**src/rtl/seq_reg_arbiter.sv**
```systemverilog
// rtl/seq_reg_arbiter.sv - two-requester round-robin arbiter for one shared register
// Optional lock/ownership feature: define SEQ_REG_ARB_LOCK_EN.
module seq_reg_arbiter #(
   parameter int              WIDTH = 8,
   parameter logic [WIDTH-1:0] INIT = '0
) (
   input  logic             CLK,
   input  logic             ASYNCRESETN,
   input  logic             req0_valid,
   input  logic [WIDTH-1:0] req0_data,
   output logic             req0_ready,
   input  logic             req1_valid,
   input  logic [WIDTH-1:0] req1_data,
   output logic             req1_ready,
`ifdef SEQ_REG_ARB_LOCK_EN
   input  logic             req0_lock,
   input  logic             req1_lock,
`endif
   input  logic             clr,
   output logic [WIDTH-1:0] O_a,
   output logic             grant_id,
   output logic             busy
);

   typedef enum logic [1:0] {IDLE, OWN0, OWN1} state_t;

   state_t           state_q;
   logic             ptr_q;
   logic             grant_q;
   logic             busy_q;
   logic [WIDTH-1:0] reg_q;
   logic [WIDTH-1:0] reg_d;
   logic             lock0;
   logic             lock1;

`ifdef SEQ_REG_ARB_LOCK_EN
   assign lock0 = req0_lock;
   assign lock1 = req1_lock;
`else
   // Without locking the FSM can never leave IDLE, so busy stays low.
   assign lock0 = 1'b0;
   assign lock1 = 1'b0;
`endif

   always_comb begin
      req0_ready = 1'b0;
      req1_ready = 1'b0;
      if (!clr) begin
         case (state_q)
            OWN0: req0_ready = req0_valid;
            OWN1: req1_ready = req1_valid;
            default: begin
               if (req0_valid && req1_valid) begin
                  req0_ready = ~ptr_q;
                  req1_ready = ptr_q;
               end else begin
                  req0_ready = req0_valid;
                  req1_ready = req1_valid;
               end
            end
         endcase
      end
   end

   always_comb begin
      reg_d = reg_q;
      if (req0_ready)      reg_d = req0_data;
      else if (req1_ready) reg_d = req1_data;
      else if (clr)        reg_d = INIT;
   end

   always_ff @(posedge CLK or negedge ASYNCRESETN) begin
      if (!ASYNCRESETN) begin
         state_q <= IDLE;
         ptr_q   <= 1'b0;
         grant_q <= 1'b0;
         busy_q  <= 1'b0;
         reg_q   <= INIT;
      end else begin
         reg_q <= reg_d;
         // A transfer both advances round robin and decides lock ownership.
         if (req0_ready) begin
            grant_q <= 1'b0;
            ptr_q   <= 1'b1;
            state_q <= lock0 ? OWN0 : IDLE;
            busy_q  <= lock0;
         end else if (req1_ready) begin
            grant_q <= 1'b1;
            ptr_q   <= 1'b0;
            state_q <= lock1 ? OWN1 : IDLE;
            busy_q  <= lock1;
         end
      end
   end

   assign O_a      = reg_q;
   assign grant_id = grant_q;
   assign busy     = busy_q;

endmodule

```
**config.mk**
```make
export PLATFORM = sky130hd
export DESIGN_NAME = seq_reg_arbiter
export DESIGN_NICKNAME = d
export VERILOG_FILES = /design/src/rtl/seq_reg_arbiter.sv
export SDC_FILE = /design/constraint.sdc
export NUM_CORES = 1
export LEC_CHECK = 0
export CAP_MARGIN = 30
export CORE_AREA = 2 2 40 42
export CTS_CLUSTER_DIAMETER = 150
export DETAILED_ROUTE_END_ITERATION = 7
export DIE_AREA = 0 0 42 44
export GPL_ROUTABILITY_DRIVEN = 0
export PLACE_DENSITY = 0.8
export SLEW_MARGIN = 20
export SYNTH_ARGS = -nofsm -noshare
export SYNTH_HDL_FRONTEND = slang
export SYNTH_SLANG_ARGS = --single-unit
```
**constraint.sdc**
```tcl
create_clock -name CLK -period 1.5 [get_ports CLK]
set_input_delay 0.225 -clock CLK [delete_from_list [all_inputs] [get_ports CLK]]
set_output_delay 0.225 -clock CLK [all_outputs]
set_load 0.02 [all_outputs]
```
# ---- Word level (Yosys, flattened, before mapping)
# Cells that the tools add are included.
dict set report totals {
  register_bits 13
  in_bits 21
  output_inout_bits 12
  wordCells 27
}
dict set report classes {
  eq_ne 2
  mux 16
  n_bitwise 1
  n_reduce_logical 3
}
# cell n
set op_table {}
lappend op_table {{$mux 8} 3}
lappend op_table {{$mux 1} 9}
lappend op_table {{$mux 2} 2}
lappend op_table {{$pmux 1 s2} 2}
lappend op_table {{$reduce_bool 3->1} 1}
lappend op_table {{$eq 2x1->1 const B} 1}
lappend op_table {{$eq 2x2->1 const B} 1}
lappend op_table {{$reduce_bool 2->1} 1}
lappend op_table {{$logic_and 1x1->1} 1}
lappend op_table {{$not 1->1} 1}

# ---- Depth between registers and ports, before layout
dict set report logic_depth {
  ltp_word 6
  depth_mapped 3
  depth_no_buf 3
}

# ---- Worst setup path after synthesis
# Ideal clock, no wire load.
dict set report synth_path {
  kind {reg-to-reg}
  from {reg ptr_q}
  to {reg grant_q (netlist: grant_id)}
  arrival_ns 0.937
  path_slack_ns 0.444
  stages_incl_launch_ff 3
  path_cell_list {dfrtp_1 -> a21oi_4 -> o21ba_2}
}
dict set report synth_between {
  elab_chain_cells 5
}
# element line_no
set synth_lines {}
lappend synth_lines {{start: declaration} 28} ;# logic ptr_q;
lappend synth_lines {{start signal: assignment} 75} ;# ptr_q <= 1'b0;
lappend synth_lines {{start signal: assignment} 84} ;# ptr_q <= 1'b1;
lappend synth_lines {{start signal: assignment} 89} ;# ptr_q <= 1'b0;
lappend synth_lines {{$not 1->1 *} 54} ;# req0_ready = ~ptr_q;
lappend synth_lines {{$mux 1 *} 53} ;# if (req0_valid && req1_valid) begin
lappend synth_lines {{$pmux 1 s2 *} 49} ;# case (state_q)
lappend synth_lines {{$mux 1 *} 48} ;# if (!clr) begin
lappend synth_lines {{net req0_ready} 11} ;# output logic req0_ready,
lappend synth_lines {{$mux 1 or $reduce_bool 2->1 (tied branches)} --}
lappend synth_lines {{end signal: assignment} 76} ;# grant_q <= 1'b0;
lappend synth_lines {{end signal: assignment} 83} ;# grant_q <= 1'b0;
lappend synth_lines {{end signal: assignment} 88} ;# grant_q <= 1'b1;
lappend synth_lines {{end: declaration} 29} ;# logic grant_q;
# Mark *: on every way through the listed nets, which the timed path passes. The rest lies on a longest branch.
# A chain may end at the register's enable or synchronous reset.

# ---- Final worst setup path
dict set report layout_path {
  from {reg reg_q[4] (netlist: O_a[4])}
  to {out O_a[4]}
}
# element line_no
set layout_rtl {}
lappend layout_rtl {{start: declaration} 31} ;# logic [WIDTH-1:0] reg_q;
lappend layout_rtl {{start signal: assignment} 80} ;# reg_q <= reg_d;
lappend layout_rtl {{end: declaration} 20} ;# output logic [WIDTH-1:0] O_a,
# No word-level cell between the ends.

==> flow_metrics.env <==
export IMPL_status="complete, no violations"
export IMPL_synth_distinct_cells=13
export IMPL_ys_warn_count=0
export IMPL_drv_cap=0
export IMPL_grt_pass1_vias=431
export IMPL_synth_edf_count=0
export IMPL_die_area_sq_mm=0.00185
export IMPL_hp_class="input pin to async pin"
export IMPL_ys_top_cells_by_count="dfrtp_1, a221o_1, and2_1"
export IMPL_asyncSetResetFlopFracSynth_pct=100
export IMPL_numCtsBuffers=3
export IMPL_critical_path_max_fanout=2
export IMPL_avgSynthCellArea_sq_um=12.8
export IMPL_clock_skew_final_ns=0.00324
export IMPL_row_count=14
export IMPL_vias=449
export IMPL_yosysMostFrequentCell="dfrtp_1"
export IMPL_cp_start_kind="register"
export IMPL_drtAntennaViolNets=0
export IMPL_antenna_found_initial=0
export IMPL_io_buffers=31
export IMPL_cts_clk_slew_worst_paths_ns=0.07
export IMPL_grt_pass1_wl_mm=2.00
export IMPL_dp_hpwl_um=964
export IMPL_wl_per_cell_um=13.6
export IMPL_grt_max_degree=11
export IMPL_die_y_um=44
export IMPL_core_sq_mm=0.00142
export IMPL_clk_latency_ns=0.26
export IMPL_irDropWorstVdd_uv=449
export IMPL_synth_area_leaders="dfrtp_1, a221o_1, and2_1, a21oi_4, nand2b_2"
export IMPL_drc=0
export IMPL_areaGrowthSynthToFinish_pct=78.1
export IMPL_synth_top_area_share_pct=52.8
export IMPL_cp_slowest_cell="clkdlybuf4s50_1"
export IMPL_synth_cells=37
export IMPL_fin_nets=96
export IMPL_drt_iter0_drc=5
export IMPL_synth_area_sq_um=474
export IMPL_htree_levels=1
export IMPL_fin_crit_ns=1.45
export IMPL_syn_num_nets=58
export IMPL_finish_utilization_pct=59.5
export IMPL_ys_seq_area_share_pct=52.8
export IMPL_drive_gt1_share_pct=21.6
export IMPL_arrival_ns=1.22
export IMPL_grt_overflow=0
export IMPL_hold_viol=0
export IMPL_diodes=0
export IMPL_clock_root_buffer="clkbuf_4"
export IMPL_yosysTopAreaCell="dfrtp_1"
export IMPL_drt_pass1_iter_count=4
export IMPL_tns_ns=0
export IMPL_via_per_inst=4.99
export IMPL_power_total_mw=0.783
export IMPL_min_period_over_period_pct=96.4
export IMPL_power_density_mw_per_mm2=928
export IMPL_timing_fmax_mhz=691
export IMPL_ys_ff_latch=10
export IMPL_grt_total_usage_pct=14.9
export IMPL_cts_tree="done"
export IMPL_cp_top_family="buffers and inverters"
export IMPL_die_w_um=42
export IMPL_setup_viol=0
export IMPL_whs_ns=0.272
export IMPL_cp_required_ns=1.27
export IMPL_slew_viol_final=0
export IMPL_ios=33
export IMPL_fillers=119
export IMPL_start_util_pct=33.4
export IMPL_cp_end_kind="output pin"
export IMPL_clk_path_buf_depth=2
export IMPL_crit_type="register to output pin"
export IMPL_ys_flop_type="dfrtp_1"
export IMPL_slowest_delay_ns=0.61
export IMPL_clock_sinks=10
export IMPL_rsz0062_at_grt="no"
export IMPL_finalWirelength_mm=1.22
export IMPL_leakage_nw=0.364
export IMPL_crit_chain="clkdlybuf4s50_1"
export IMPL_path_buf_inv=1
[repair_timing]
| item | 4_1_cts | 5_1_grt |
|---|---|---|
| hold endpoints to repair | 0 | 0 |
| hold buffers | 0 | 0 |
| endpoints found under the setup margin | 2 | 1 |
| gates resized for setup | 8 | 1 |
| setup buffers | 0 | 0 |
[cell families after synthesis]
kind of cell | after synthesis | share of synthesized area, %
AO/OA/AOI/OAI | 12 | 26.9
AND/OR/NAND/NOR | 12 | 17.2
flip-flops | 10 | 52.8
buffers and inverters | 2 | 2.37
other | 1 | 0.791
[flip-flops by register name (all words and copies together) (netlist names)]
signal	flops
O_a	8
grant_id	1
ptr_q	1
[layer usage]
metal  wire [um]  GRT usage (%)  up-vias
met5           0              0        -
met4           0           5.81        0
met3         126           6.67        0
met2         581           24.7       27
met1         516           17.1      208
li1            -              -      214
[cell type report]
type	count	area [sq um]	share of cell area, %
timing repair buffer	34	322	38.1
sequential	10	250	29.6
multi-input combinational	25	213	25.2
clock buffer	4	36.3	4.30
tap	16	20.0	2.37
inverter	1	3.75	0.444
[final timing paths]
kind / start / endpoint / slack, ns / cells past startpoint
max: O_a[4] / O_a[4] / 0.05 / 1
min: ASYNCRESETN / O_a[1] / 0.27 / 1
max reg2reg: ptr_q / O_a[4] / 0.31 / 4
min reg2reg: grant_id / grant_id / 0.51 / 1
max in group asynchronous: ASYNCRESETN / O_a[0] / 0.92 / 1
min in group CLK: grant_id / grant_id / 0.51 / 1
[where the power goes]
part           switching (mW)  total [mW]  leakage, nW  internal (mW)
sequential             0.0207       0.320        0.129          0.299
combinational          0.0961       0.222        0.214          0.126
clock                  0.0943       0.241       0.0210          0.147
[through the flow]
step / instance area (sq um) / setup WS, ns / std cells
after floorplan: 474 / 0.444 / 37
after global placement: 820 / -0.348 / 86
after detailed placement: 820 / -0.384 / 86
after CTS: 851 / 0.000936 / 90
after global routing: 845 / 0.0175 / 90
final: 845 / 0.0535 / 90
[cell usage in the layout (no fill, tap or decap), types with 2 or more instances in the layout]
master           Yosys  routed
buf_4                1       3
nand2b_2             2       2
dfrtp_1             10      10
buf_2                0       2
a221o_1              8       8
clkdlybuf4s50_1      0      28
a21oi_4              2       2
clkbuf_4             0       3
and2_1               7       7
No activity file was read; power rests on OpenSTA's default activity.
